<file path="src/rtl/piso_serializer.sv">
// Parallel-in / serial-out shifter with a valid/ready handshake on both sides.
// Optional build macro PISO_PARITY_EN appends an even-parity beat to every word.
module piso_serializer #(
   parameter int WIDTH     = 4,
   parameter int MSB_FIRST = 1
) (
   input  logic             clk,
   input  logic             reset,
   input  logic [WIDTH-1:0] in_data,
   input  logic             in_valid,
   output logic             in_ready,
   output logic             sout,
   output logic             sout_valid,
   input  logic             out_ready,
   output logic             last,
   output logic             busy
);

   localparam int CW = $clog2(WIDTH + 1);
`ifdef PISO_PARITY_EN
   localparam int NBEATS = WIDTH + 1;
`else
   localparam int NBEATS = WIDTH;
`endif
   localparam logic [CW-1:0] FINAL_IDX = CW'(NBEATS - 1);

   typedef enum logic [0:0] {
      IDLE  = 1'b0,
      SHIFT = 1'b1
   } state_t;

   state_t           state_q, state_d;
   logic [WIDTH-1:0] shreg_q, shreg_d;
   logic [CW-1:0]    cnt_q, cnt_d;
   logic             data_bit_s;
   logic             capture_s;
   logic             beat_acc_s;
`ifdef PISO_PARITY_EN
   logic             par_q, par_d;

   function automatic logic even_parity(input logic [WIDTH-1:0] d);
      return ^d;
   endfunction
`endif

   // Output decode from the registered state
   always_comb begin
      busy       = (state_q == SHIFT);
      sout_valid = busy;
      last       = busy && (cnt_q == FINAL_IDX);
      in_ready   = !busy || (last && out_ready);
      if (MSB_FIRST != 0) begin
         data_bit_s = shreg_q[WIDTH-1];
      end else begin
         data_bit_s = shreg_q[0];
      end
      if (busy) begin
`ifdef PISO_PARITY_EN
         if (cnt_q == CW'(WIDTH)) begin
            sout = par_q;
         end else begin
            sout = data_bit_s;
         end
`else
         sout = data_bit_s;
`endif
      end else begin
         sout = 1'b0;
      end
      capture_s  = in_valid && in_ready;
      beat_acc_s = sout_valid && out_ready;
   end

   // Next-state: capture, beat advance, and return to idle
   always_comb begin
      state_d = state_q;
      shreg_d = shreg_q;
      cnt_d   = cnt_q;
`ifdef PISO_PARITY_EN
      par_d   = par_q;
`endif
      case (state_q)
         IDLE: begin
            if (capture_s) begin
               state_d = SHIFT;
               shreg_d = in_data;
               cnt_d   = '0;
`ifdef PISO_PARITY_EN
               par_d   = even_parity(in_data);
`endif
            end else begin
               state_d = IDLE;
            end
         end
         SHIFT: begin
            if (beat_acc_s) begin
               if (last) begin
                  // a capture on the final accepted beat reloads with no bubble
                  if (capture_s) begin
                     state_d = SHIFT;
                     shreg_d = in_data;
                     cnt_d   = '0;
`ifdef PISO_PARITY_EN
                     par_d   = even_parity(in_data);
`endif
                  end else begin
                     state_d = IDLE;
                     shreg_d = '0;
                     cnt_d   = '0;
`ifdef PISO_PARITY_EN
                     par_d   = 1'b0;
`endif
                  end
               end else begin
                  if (MSB_FIRST != 0) begin
                     shreg_d = shreg_q << 1;
                  end else begin
                     shreg_d = shreg_q >> 1;
                  end
                  cnt_d = cnt_q + CW'(1);
               end
            end else begin
               state_d = SHIFT;
            end
         end
         default: begin
            state_d = IDLE;
            shreg_d = '0;
            cnt_d   = '0;
`ifdef PISO_PARITY_EN
            par_d   = 1'b0;
`endif
         end
      endcase
   end

   // State registers with synchronous active-low reset
   always_ff @(posedge clk) begin
      if (!reset) begin
         state_q <= IDLE;
         shreg_q <= '0;
         cnt_q   <= '0;
`ifdef PISO_PARITY_EN
         par_q   <= 1'b0;
`endif
      end else begin
         state_q <= state_d;
         shreg_q <= shreg_d;
         cnt_q   <= cnt_d;
`ifdef PISO_PARITY_EN
         par_q   <= par_d;
`endif
      end
   end

endmodule

</file>
<file path="config.mk">
export PLATFORM = sky130hd
export DESIGN_NAME = piso_serializer
export DESIGN_NICKNAME = d
export VERILOG_FILES = /design/src/rtl/piso_serializer.sv
export SDC_FILE = /design/constraint.sdc
export NUM_CORES = 1
export LEC_CHECK = 0
export ABC_AREA = 0
export BUFFER_PORTS_ARGS = -buffer_cell sky130_fd_sc_hd__buf_2
export CORE_AREA = 2 2 39 41
export CTS_CLUSTER_SIZE = 25
export DETAILED_ROUTE_END_ITERATION = 6
export DIE_AREA = 0 0 41 43
export SETUP_SLACK_MARGIN = 0.4
export SLEW_MARGIN = 20
export SYNTH_ARGS = -nofsm -noshare
export SYNTH_HDL_FRONTEND = slang
export SYNTH_SLANG_ARGS = --single-unit
export TNS_END_PERCENT = 5
</file>
<file path="constraint.sdc">
create_clock -name clk -period 3 [get_ports clk]
set_input_delay 0.3 -clock clk [delete_from_list [all_inputs] [get_ports clk]]
set_output_delay 0.3 -clock clk [all_outputs]
set_load 0.03 [all_outputs]
</file>
# == Word level (Yosys, flattened, before mapping) ==
# Cells that the tools add are included.
# word_totals
register_bits,8
input_bits,8
output_inout_bits,5
wordCells,29
# op_classes
n_addsub,1
n_eq_ne,3
muxes,14
n_bitwise,1
reduce_logical,7
# ops
cell,count
4-bit two-way mux,4
3-bit two-way mux,3
4-bit case mux with 2 select lines,1
3-bit case mux with 2 select lines,1
1-bit logical AND,4
1-bit two-way mux,4
3-bit by 1-bit adder with 3-bit output (second input constant),1
3-bit by 2-bit == test with 1-bit output (second input constant),1
2-bit by 1-bit != test with 1-bit output (second input constant),1
2-bit != test (second input constant),1
1-bit case mux with 2 select lines,1
2-bit AND reduction,1
1-bit zero test,1
1-bit logical OR,1
1-bit inverter,1

# == Longest topological paths before layout ==
# depth
ltp_word,9
mapped_depth,4
ltp_nobuf,4

# == Worst setup path after synthesis ==
# Ideal clock, no wire load.
# synth_timing
path_kind,reg-to-reg
start,reg cnt_q[0]
end,"reg state_q, in the netlist busy"
setup_time_ns,0.164
arrival_ns,1.534
t_required_ns,2.836
path_slack_ns,1.301
path_stages_with_launch,5
path_buffers,0
path_cell_list,dfxtp_1 ha_1 nand2b_1 o21ai_0 a21boi_0
# synth_via
elab_chain_cells,9
# synth_rtl
item,line_no,rtl
from (decl),34,"logic [CW-1:0] cnt_q, cnt_d;"
from (signal assigned),149,cnt_q <= cnt_d;
3-bit by 2-bit == test with 1-bit output (*),50,last = busy && (cnt_q == FINAL_IDX);
1-bit logical AND (*),50,
1-bit logical AND (*),51,in_ready = !busy || (last && out_ready);
1-bit logical OR (*),51,
named net in_ready,11,"output logic in_ready,"
1-bit logical AND (*),70,capture_s = in_valid && in_ready;
1-bit two-way mux (*),"84, 99",
1-bit two-way mux,97,if (last) begin
1-bit two-way mux,96,if (beat_acc_s) begin
1-bit case mux with 2 select lines (*),82,case (state_q)
to (signal assigned),147,state_q <= state_d;
to (decl),32,"state_t state_q, state_d;"
# Mark *: on every way through the listed nets, which the timed path passes. The rest lies on a longest branch.
# A chain may end at the register's enable or synchronous reset.

# == Worst setup path after layout ==
# layout_timing
start,reg cnt_q[0]
end,out in_ready
# layout_via
elab_chain_cells,4
# layout_rtl
item,line_no
3-bit by 2-bit == test with 1-bit output,50
1-bit logical AND,50
1-bit logical AND,51
1-bit logical OR,51
to (decl),11
# Every way passes these cells.

==> results.txt <==
GRT Residual Overflow -> 0
number of antenna diodes -> 0
Crit path arrival time -> 1.39 ns
Clock Skew -> 0.00112 ns
Max IR drop VDD -> 0.171 mV
Routed WL -> 954 µm
RSZ-0062 raised after global routing -> no
endpoint required time on the critical path -> 2.70 ns
first-pass iteration count of the detailed router -> 2
share of layout cells above drive strength 1 -> 30.5%
number of clock buffers inserted by TritonCTS -> 3
met3 Usage GRT -> 4.71%
most instantiated flip-flop cell in the synthesis netlist -> sky130_fd_sc_hd__dfxtp_1
number of nets in the synthesized netlist -> 55
area delta synth->final -> 20.1%
compound-cell area share of the yosys netlist -> 29.0%
number of sinks driven by the clock tree -> 8
core area -> 1380 µm²
portion of the clock cycle consumed by the worst path in the final layout -> 56.5%
layer with the highest usage -> met2
power density over cell area -> 482 nW/µm²
type of the worst min-delay path -> in -> reg
routing usage on met1 -> 16.5%
number of antenna violations at the first check in global routing -> 0
cell row count -> 14
Final setup violation count -> 0
final count of hold timing violations -> 0
clock insertion delay at the later pin of the skew report -> 0.25 ns
critical path peak fanout -> 6
clock-pin slew of the registers on the worst-case setup and hold paths -> 0.05 ns
global-route wire length before repair -> 1540 µm
H-tree lvl count -> 1
Resized Gates After CTS -> 0
Fill cells -> 148
Max-Slew Margin vs Limit -> 68.1%
main combinational cell family by area after synthesis -> compound AO/OA/AOI/OAI gates
Max-cap violations -> 0
Setup crit end kind -> output pin
gp weighted congestion -> 0.673
DIE HEIGHT -> 43 µm
Die Area -> 1760 µm²
total of hold buffers inserted after clock tree synthesis -> 0
post-synthesis cell type count -> 22
via density per instance -> 5.27
result of the run -> finished, final reports clean
core utilization of the finished layout -> 36.3%
Total Routing Usage GR -> 13.3%
initial core utilization -> 30.2%
static power due to leakage -> 0.215 nW
number of post-CTS setup repair buffers -> 0
Yosys top cell area share -> 38.3%
final critical-path setup slack -> 1.31 ns
placed wire-length estimate -> 701 µm
post-place setup slack -> 1.59 ns
category of the worst setup path launch point -> register
DIE WIDTH -> 41 µm
upper clock frequency limit -> 590 MHz
post-synthesis share of cell area spent on xor and xnor gates -> 0%
Avg Inst Size Synth -> 9.08 µm²
post-synthesis instance area -> 418 µm²
startpoint-to-endpoint class of the critical path -> reg -> out
met2 usage -> 17.8%
multiplexer area fraction after synthesis -> 8.08%
register area share after synthesis -> 38.3%
initial drt markers -> 1
PnR Total Power -> 0.242 mW
setup_tns -> 0 ns
count of buffers from port buffering -> 12
largest net degree at the start of global routing -> 14
Slew Limit Fails -> 0
cells after synthesis -> 46
largest area contributor in the netlist -> sky130_fd_sc_hd__dfxtp_1
number of remaining DRC errors -> 0
number of standard cells in the final layout excluding fillers -> 75
number of antenna-violating nets in the routed design -> 0
total via count after detailed routing -> 395
maximum number of buffers from clock root to sink -> 2
total instance count after detailed placement -> 72
number of flops mapped to enable cells by yosys -> 0
number of nets in the final layout -> 70
vias in the first global route -> 378
post-route minimum period -> 1.69 ns
top post-synthesis cells by area -> sky130_fd_sc_hd__dfxtp_1 38%, sky130_fd_sc_hd__o21ai_0 8.4%, sky130_fd_sc_hd__mux2i_4 5.4%
adder-cell share of the synthesized area -> 2.99%
async set or reset register ratio after synthesis -> 0%
most frequent cell after synthesis -> sky130_fd_sc_hd__dfxtp_1
clock tree from TritonCTS -> done
simple-gate share of the synthesized area -> 14.4%
most frequent cells after synthesis -> 8 x sky130_fd_sc_hd__dfxtp_1, 7 x sky130_fd_sc_hd__o21ai_0, 5 x sky130_fd_sc_hd__nand2_1
detail-routed net length per standard cell -> 12.7 µm
number of storage elements in the synthesis netlist -> 8
CTS root buffer -> sky130_fd_sc_hd__clkbuf_4
Worst Tran Pin Value -> 0.478 ns
top-level port count -> 13
number of warnings issued by yosys -> 0
## per-stage QoR
step | hold WS [ns] | area [µm²]
detailed placement | 0.459 | 479
global route | 0.314 | 502
floorplan | 0.434 | 418
CTS | 0.307 | 502
finish | 0.310 | 502
global placement | 0.447 | 479
## layout make-up
| type | count | area (µm²) | area share [%] |
|---|---|---|---|
| Timing Repair Buffer | 12 | 60.1 | 12.0 |
| Sequential cell | 8 | 160 | 31.9 |
| Tap cell | 16 | 20.0 | 3.99 |
| Multi-Input combinational cell | 33 | 228 | 45.4 |
| Clock buffer | 3 | 22.5 | 4.49 |
| Inverter | 3 | 11.3 | 2.24 |
## worst paths after layout
check | start | endpoint | slack, ns | depth (start not counted)
max reg2reg | busy | shreg_q[3] | 1.63 | 3
min reg2reg | cnt_q[1] | cnt_q[1] | 0.47 | 2
max | cnt_q[0] | in_ready | 1.31 | 4
min | in_data[2] | shreg_q[2] | 0.31 | 3
## report_power, final
group	switching (mW)	leakage, nW	internal, mW
clock network	0.0369	0.0138	0.0458
logic	0.0232	0.136	0.0166
registers	0.00649	0.0658	0.113
## state kept, by name (all words and copies together), names as in the netlist
register	count
busy	1
shreg_q	4
cnt_q	3
## cells in the final DEF (no fill, tap or decap)
| cell type | count |
|---|---|
| sky130_fd_sc_hd__buf_2 | 12 |
| sky130_fd_sc_hd__dfxtp_1 | 8 |
| sky130_fd_sc_hd__o21ai_0 | 7 |
| sky130_fd_sc_hd__nand2_1 | 5 |
| sky130_fd_sc_hd__inv_1 | 3 |
| sky130_fd_sc_hd__a31oi_1 | 3 |
| sky130_fd_sc_hd__a21oi_1 | 3 |
| sky130_fd_sc_hd__clkbuf_4 | 3 |
| sky130_fd_sc_hd__a21boi_1 | 2 |
| sky130_fd_sc_hd__nor2_1 | 1 |
| sky130_fd_sc_hd__nand2b_1 | 1 |
| sky130_fd_sc_hd__and2_1 | 1 |
| sky130_fd_sc_hd__and4b_1 | 1 |
| sky130_fd_sc_hd__mux2_2 | 1 |
| sky130_fd_sc_hd__o211ai_1 | 1 |
| sky130_fd_sc_hd__mux2i_4 | 1 |
| sky130_fd_sc_hd__a21boi_2 | 1 |
| sky130_fd_sc_hd__nand4_1 | 1 |
| sky130_fd_sc_hd__a21boi_0 | 1 |
| sky130_fd_sc_hd__o2111a_1 | 1 |
| sky130_fd_sc_hd__nand4b_1 | 1 |
| sky130_fd_sc_hd__ha_1 | 1 |
## layer usage
| layer | vias up | routed length, µm |
|---|---|---|
| li1 | 195 | - |
| met1 | 182 | 443 |
| met2 | 13 | 418 |
| met3 | 5 | 57 |
| met4 | 0 | 34 |
| met5 | - | 0 |
## cell families after synthesis
kind of cell,count (synthesis)
adder cells (fa/ha/maj),1
flip-flops,8
buffers and inverters,5
AND/OR/NAND/NOR,11
AO/OA/AOI/OAI,19
multiplexers,2
## critical path, cell delays in order, from the launching register on
cell and delay [ns]:
sky130_fd_sc_hd__dfxtp_1 0.35, sky130_fd_sc_hd__ha_1 0.20, sky130_fd_sc_hd__nand2b_1 0.16, sky130_fd_sc_hd__o21ai_0 0.21
sky130_fd_sc_hd__buf_2 0.23
No activity file was read; power rests on OpenSTA's default activity.
